### src/rtl/fifo_param.sv
// fifo_param: synchronous FIFO with registered read data, occupancy decodes and sticky error flags
module fifo_param #(
  parameter int DW = 8,
  parameter int DEPTH = 16,
  parameter int AF_TH = DEPTH - 2,
  parameter int AE_TH = 2,
  localparam int AW = $clog2(DEPTH),
  localparam int CW = AW + 1
) (
  input  logic          clk,
  input  logic          rst,
  input  logic          wt_en,
  input  logic          rd_en,
  input  logic [DW-1:0] din,
  input  logic          err_clr,
  output logic [DW-1:0] dout,
  output logic          rd_valid,
  output logic          full,
  output logic          empty,
  output logic          almost_full,
  output logic          almost_empty,
  output logic [CW-1:0] count,
  output logic          overflow,
  output logic          underflow
);
  logic [DW-1:0] mem [DEPTH];
  logic [AW-1:0] wt_p, rd_p;
  logic          wr_acc, rd_acc;
  always_comb begin
    full         = count == CW'(DEPTH);
    empty        = count == '0;
    almost_full  = count >= CW'(AF_TH);
    almost_empty = count <= CW'(AE_TH);
    wr_acc       = wt_en & ~full;
    rd_acc       = rd_en & ~empty;
  end
  // Storage has no reset; reset only discards it through the pointers.
  always_ff @(posedge clk)
    if (!rst && wr_acc) mem[wt_p] <= din;
  always_ff @(posedge clk) begin
    if (rst) begin
      wt_p      <= '0;
      rd_p      <= '0;
      count     <= '0;
      dout      <= '0;
      rd_valid  <= 1'b0;
      overflow  <= 1'b0;
      underflow <= 1'b0;
    end else begin
      if (wr_acc) wt_p <= wt_p + 1'b1;
      if (rd_acc) begin
        dout <= mem[rd_p];
        rd_p <= rd_p + 1'b1;
      end
      rd_valid  <= rd_acc;
      count     <= count + CW'(wr_acc) - CW'(rd_acc);
      overflow  <= (wt_en & full) | (overflow & ~err_clr);
      underflow <= (rd_en & empty) | (underflow & ~err_clr);
    end
  end
endmodule

### config.mk
export PLATFORM = sky130hd
export DESIGN_NAME = fifo_param
export DESIGN_NICKNAME = d
export VERILOG_FILES = /design/src/rtl/fifo_param.sv
export SDC_FILE = /design/constraint.sdc
export NUM_CORES = 1
export LEC_CHECK = 0
export CORE_ASPECT_RATIO = 2
export CORE_MARGIN = 2
export CORE_UTILIZATION = 59
export CTS_CLUSTER_DIAMETER = 150
export DETAILED_ROUTE_END_ITERATION = 6
export PLACE_DENSITY = 0.79
export SLEW_MARGIN = 20
export SYNTH_ARGS = -nofsm -noshare
export SYNTH_HDL_FRONTEND = slang
export SYNTH_SLANG_ARGS = --single-unit
### constraint.sdc
create_clock -name clk -period 3.3 [get_ports clk]
set_input_delay 0.66 -clock clk [delete_from_list [all_inputs] [get_ports clk]]
set_output_delay 0.66 -clock clk [all_outputs]
set_load 0.03 [all_outputs]
==> summary.md, run 1 <==
| Metric | Value |
|---|---|
| Mapped Cells | 341 |
| Power per cell area | 774 nW/um2 |
| Starting Density | 60.8% |
| N_diodes | 0 |
| DR WL/cell | 21.7 um |
| Int Power | 4.12 mW |
| Post-CTS Setup Bufs | 0 |
| Final Hold Fails | 0 |
| Max Fclk | 333 MHz |
| Status | finished, final reports clean |
| Net Count, Synth | 371 |
| Setup TNS | 0 ns |
| Hold path cells | 2 |
| Die extent in x | 76.3 um |
| Worst EP required | 3.61 ns |
| Vias in the first global route | 3568 |
| Post-CTS Hold Buffers | 0 |
| Clock skew | 0.00744 ns |
| Global-route wire length before repair | 18900 um |
| Area grow syn2layout | 19.4% |
| Seq cells post-synth | 152 |
| Via density | 5.93 |
| Slew @ Worst Pin | 0.833 ns |
| Final Max Slew Viols | 0 |
| DR vias | 3250 |
| Tot Pwr | 5.70 mW |
| P_sw | 1.58 mW |
| GRT overflow | 0 |
| Nets@finish | 431 |
| Total GRT Usage | 23.3% |
| Total Wirelength | 11900 um |
| RR Startpoint | count[2]$_SDFF_PP0_ |
| Clk slew on worst S/H paths | 0.06 ns |
| DRC Markers | 0 |
| Maximum number of pins on one net before global-route repair | 36 |
| Warnings, synthesis | 0 |
| CTS Buffer Depth | 2 |
| Crit. End Element | flop |
| Minimum clock period | 3.00 ns |
| CORE AREA | 10100 um2 |
| Clk pwr share | 35.4% |
| TritonRoute pass-1 iters | 5 |
| Worst setup path startpoint | count[2]$_SDFF_PP0_ |
| Post-CTS Resized | 0 |
| Final cycle utilization of the critical path | 90.9% |
| Max Cap Violations | 0 |
| Num ports | 33 |
| HP Class | reg -> reg |
| Initial antenna violation count | 0 |
| CTS tree | built |
| Worst-Skew Late Latency | 0.42 ns |
| Critical path data arrival time | 3.30 ns |
| Slew headroom | 44.4% |
| Die height | 149 um |
| Maximum fanout along the worst path | 14 |
| Mapped Area | 6170 um2 |
| # port buffers | 32 |
| Hold Startpoint | dout[7]$_SDFFE_PP0P_ |
| Iter 0 DRT Violations | 213 |
| Gp weighted congestion | 0.753 |
| RSZ-0062 raised after global routing | false |
| Reg2Reg Depth | 14 |
| Fillers | 632 |
| Full die area | 11300 um2 |
| CP Launch Type | flop |
| Kind of critical path | reg -> reg |
| FP Rows | 52 |
| Worst vdd ir | 0.472 mV |
| Setup violations, final | 0 |
| Root buf cell | clkbuf_16 |
| Post-route ant nets | 0 |
| Layout cell share with drive strength beyond 1 | 20.6% |
| Comb power frac | 24.4% |
| Sequential element share of the synthesized area | 70.1% |
| Num CTS Buffers | 17 |
| H-tree depth | 4 |
| HPWL after DPL | 7940 um |
| P_leak | 2.47 nW |
| Net Sw Frac | 27.8% |
| Syn_area_per_cell | 18.1 um2 |
| Flop pwr share | 40.2% |
| Distinct cells, synth | 34 |
| Sink Count | 152 |
power by group through the flow:
stage                     logic (mW)  registers [mW]  clock network (mW)
after floorplan                0.914            2.41                   0
after global placement          1.37            2.33                   0
after detailed placement        1.40            2.33                   0
after CTS                       1.41            2.29                2.06
after global routing            1.51            2.31                2.14
final                           1.39            2.29                2.02
logic make-up after synthesis:
| kind of cell | count (synthesis) | share of synthesized area (%) |
|---|---|---|
| compound gates | 20 | 2.23 |
| buf+inv | 30 | 2.56 |
| mux | 48 | 14.8 |
| simple gates | 66 | 5.64 |
| xor+xnor | 8 | 1.14 |
| flops | 152 | 70.1 |
| fa+ha+maj | 17 | 3.57 |
per-layer routing:
metal  share of wire (%)  global-route usage (%)
met1                  34                    23.4
met2                  59                    42.8
met4                 3.5                    14.5
met5                   0                       0
met3                 3.8                    5.28
registers in the layout (all words and copies together) (netlist names):
signal     flops
rd_valid       1
mem          128
underflow      1
rd_p           4
count          5
dout           8
wt_p           4
overflow       1
cell type report:
| cell class | instances | area, um2 | share of cell area, % |
|---|---|---|---|
| multi-input cells | 159 | 1690 | 22.9 |
| clock inverters | 14 | 196 | 2.67 |
| repair buffers | 57 | 508 | 6.90 |
| clock buffers | 17 | 425 | 5.78 |
| well taps | 135 | 169 | 2.29 |
| inverters | 14 | 52.6 | 0.714 |
| flip-flops and latches | 152 | 4330 | 58.7 |
cell usage after synthesis:
master / count / share of area (%)
mux4_2: 24 / 8.8
buf_4: 2 / 0.24
mux4_1: 8 / 3.4
inv_2: 1 / 0.061
nand3b_1: 9 / 1.1
o21bai_1: 2 / 0.24
edfxtp_1: 128 / 62
fa_1: 1 / 0.32
nand2b_1: 2 / 0.20
nand2_1: 10 / 0.61
clkbuf_1: 3 / 0.18
xor2_1: 2 / 0.28
o21a_1: 1 / 0.12
nand3b_2: 1 / 0.18
buf_2: 6 / 0.49
buf_6: 4 / 0.73
or3_1: 2 / 0.20
xnor2_1: 6 / 0.85
a21oi_1: 8 / 0.65
dfxtp_1: 24 / 7.8
nor3_1: 5 / 0.41
nor2_1: 24 / 1.5
buf_1: 1 / 0.061
nand2_2: 1 / 0.10
nor2b_1: 4 / 0.41
inv_1: 13 / 0.79
nand4bb_1: 1 / 0.18
or4b_4: 1 / 0.22
nor3_2: 1 / 0.16
ha_1: 16 / 3.2
o21ai_0: 1 / 0.081
nand3_1: 5 / 0.41
o221ai_1: 8 / 1.1
mux2i_1: 16 / 2.6
worst max-delay path, cell delays in order, from the launching register on:
cell	delay, ns
dfxtp_1	0.35
inv_1	0.11
ha_1	0.19
or4b_4	0.50
nand2_2	0.23
inv_2	0.10
ha_1	0.29
inv_1	0.06
ha_1	0.15
inv_1	0.05
fa_1	0.40
o21bai_1	0.16
a21oi_1	0.10
xnor2_1	0.14
nor2_1	0.05
through the flow:
stage	util, %	std cells	setup slack [ns]	instance area (um2)	hold slack (ns)
global placement	66.4	517	0.362	6740	0.496
global route	72.5	548	0.0772	7360	0.549
detailed placement	66.4	517	0.279	6740	0.481
finish	72.5	548	0.301	7360	0.515
floorplan	-	341	0.542	6170	0.478
CTS	72.5	548	0.258	7360	0.506
path summary, 6_finish.rpt:
path                          end  slack [ns]
max           count[4]$_SDFF_PP0_        0.30
min          dout[7]$_SDFFE_PP0P_        0.52
max reg2reg   count[4]$_SDFF_PP0_        0.30
min reg2reg  dout[7]$_SDFFE_PP0P_        0.52
cell usage in the layout, fill, tap and decap left out, drive strengths merged, types with 11 or more instances in the layout:
master | synthesis | routed
nor2 | 24 | 24
mux4 | 32 | 32
nand2 | 11 | 11
inv | 14 | 18
dfxtp | 24 | 24
clkbuf | 3 | 17
buf | 13 | 25
ha | 16 | 16
edfxtp | 128 | 128
mux2i | 16 | 16
clkdlybuf4s50 | 0 | 32
No activity file was read; power rests on OpenSTA's default activity.
==> inputs of run 2 (changes only) <==
Settings changed: CTS_CLUSTER_SIZE set to 40.
==> results of run 2 <==
No change in the layout: final DEF, timing and power equal those of run 1.
==> inputs of run 3 (changes only) <==
Settings changed: CELL_PAD_IN_SITES_DETAIL_PLACEMENT set to 2, CELL_PAD_IN_SITES_GLOBAL_PLACEMENT set to 2, CORE_UTILIZATION 59 to 45, PLACE_DENSITY 0.79 to not set, PLACE_DENSITY_LB_ADDON set to 0.1.
==> run 3 against run 2 <==
Hold slack improved by 0.0029 ns. Total power rose by 2.4%. Worst setup slack got worse by 0.019 ns. Sequential share of layout area fell by 0.19 points. Count of clock-buffer cells in the layout rose by 1. Core utilization fell by 18 points. Sequential power barely moved. Global-route usage fell by 0.57 points. Clock power rose by 3%. Fmax fell by 0.61%. Critical endpoint is now empty.
==> summary.md, run 3 (synthesis gave the netlist of run 1 again) <==
| Metric | Value |
|---|---|
| Max reg flops | 128 (unchanged) |
| Register area | 4330 um2 (unchanged) |
| Util after Layout | 55.0% (-18 points) |
| FP Rows | 60 (+15%) |
| Fillers | 1175 (+86%) |
| Commonest non-fill, non-tap cell in the layout | edfxtp_1 |
| Die extent in x | 86.8 um (+14%) |
| Post-CTS Hold Buffers | 0 (unchanged) |
| Area grow syn2layout | 19.8% |
| Crit. End Element | output port |
| Global-route wire length before repair | 23400 um (+24%) |
| CORE AREA | 13400 um2 (+32%) |
| Post-CTS Resized | 0 (unchanged) |
| Vias in the first global route | 3852 (+8.0%) |
| Setup violations, final | 0 (unchanged) |
| DR WL/cell | 27.0 um (+24%) |
| Post-CTS Setup Bufs | 0 (unchanged) |
| Design area | 7390 um2 (+0.32%) |
| H-tree depth | 4 (unchanged) |
| Multi-input logic area | 1690 um2 (unchanged) |
| Hold Worst Slack | 0.518 ns (+0.00290 ns) |
| Max Cap Violations | 0 (unchanged) |
| CTS tree | built |
| HPWL after DPL | 10600 um (+33%) |
| RSZ-0062 raised after global routing | false |
| Full die area | 14700 um2 (+30%) |
| CP Launch Type | flop |
| Num ports | 33 (unchanged) |
| Starting Density | 45.9% (-15 points) |
| CTS Buffer Depth | 2 (unchanged) |
| Commonest non-fill, non-tap cells in the layout | edfxtp_1, clkdlybuf4s50_1, nor2_1, mux4_2, dfxtp_1 |
| Gp weighted congestion | 0.766 (+1.8%) |
| Clock skew | 0.0109 ns (+0.00344 ns) |
| Dpl cell area | 6760 um2 (+0.33%) |
| Nets@finish | 429 (-0.46%) |
| # port buffers | 32 (unchanged) |
| Worst vdd ir | 0.624 mV (+32%) |
| Power per cell area | 790 nW/um2 (+2.1%) |
| Top reg by flops | mem |
| Post-route ant nets | 0 (unchanged) |
| DRC Markers | 0 (unchanged) |
| Num CTS Buffers | 17 (unchanged) |
| Minimum clock period | 3.02 ns (+0.0185 ns) |
| Critical path data arrival time | 2.36 ns (-0.94 ns) |
| Status | finished, final reports clean |
| Maximum fanout along the worst path | 5 (-9) |
| Largest regs | mem: 128 flops, dout: 8 flops, count: 5 flops |
| Slew @ Worst Pin | 0.612 ns (-0.221 ns) |
| GRT overflow | 0 (unchanged) |
| Max Fclk | 331 MHz (-0.61%) |
| Total Wirelength | 15300 um (+28%) |
| Iter 0 DRT Violations | 198 (-7.0%) |
| Sink Count | 152 (unchanged) |
| Kind of critical path | reg -> out |
| DR vias | 3303 (+1.6%) |
| Layout cell share with drive strength beyond 1 | 20.2% (-0.39 points) |
| Final cycle utilization of the critical path | 91.4% (+0.56 points) |
| Slew headroom | 59.1% (+15 points) |
| N_diodes | 0 (unchanged) |
| Via density | 5.84 (-1.6%) |
| Worst-Skew Late Latency | 0.42 ns (about the same) |
| Final Hold Fails | 0 (unchanged) |
| Clk slew on worst S/H paths | 0.07 ns (about the same) |
| Final Max Slew Viols | 0 (unchanged) |
| Maximum number of pins on one net before global-route repair | 36 (unchanged) |
| HP Class | reg -> reg |
| Initial antenna violation count | 0 (unchanged) |
| Total GRT Usage | 22.7% (-0.57 points) |
| Setup TNS | 0 ns (unchanged) |
| Worst EP required | 2.64 ns (-0.97 ns) |
| TritonRoute pass-1 iters | 4 (-1) |
| Root buf cell | clkbuf_16 |
| P_leak | 2.46 nW (-0.44%) |
| Die height | 170 um (+14%) |
[run 3: cell types whose count changed in the layout (fill, tap and decap cells not counted), sizes merged]
cell      change
buf           -2
clkinv        -2
clkbuf        +1
clkinvlp      +1
[run 3: power by group]
part	total [mW]	switching (mW)	internal, mW
Clock	2.08	0.804	1.27
Combinational	1.45	0.773	0.681
Sequential	2.31	0.120	2.19
Total	5.84	1.70	4.14
[run 3: layout make-up]
type                       count  area share (%)
sequential                   152            58.6
multi-input combinational    159            22.8
timing repair buffer          55            6.84
inverter                      14           0.711
clock inverter                13            2.63
clock buffer                  18            5.81
tap                          155            2.63
[run 3: worst paths after layout]
| check | from | endpoint | slack [ns] | cells past startpoint |
|---|---|---|---|---|
| setup / recovery | count[2]$_SDFF_PP0_ | empty | 0.28 | 5 |
| hold / removal | dout[5]$_SDFFE_PP0P_ | dout[5]$_SDFFE_PP0P_ | 0.52 | 2 |
| setup reg to reg | count[2]$_SDFF_PP0_ | count[4]$_SDFF_PP0_ | 0.42 | 14 |
| hold reg to reg | dout[5]$_SDFFE_PP0P_ | dout[5]$_SDFFE_PP0P_ | 0.52 | 2 |
[run 3: layer usage]
metal	vias up	track usage, %	wire [um]
li1	1450	-	-
met1	1745	24.6	5580
met2	80	42.2	8910
met3	28	4.23	362
met4	0	8.90	428
met5	-	0	0
[run 3: worst max-delay path: stages (launching register included)]
cell and delay (ns):
dfxtp_1 0.36, inv_1 0.11, ha_1 0.19, or4b_4 0.51, inv_1 0.10, clkdlybuf4s50_1 0.67
[run 3: stage by stage]
stage	std cells	worst slack [ns]	total power, mW
6_report	566	0.283	5.84
5_1_grt	566	0.174	6.09
4_1_cts	566	0.224	5.93
3_5_place_dp	535	0.326	3.83
3_3_place_gp	535	0.434	3.77
2_1_floorplan	341	0.542	3.32
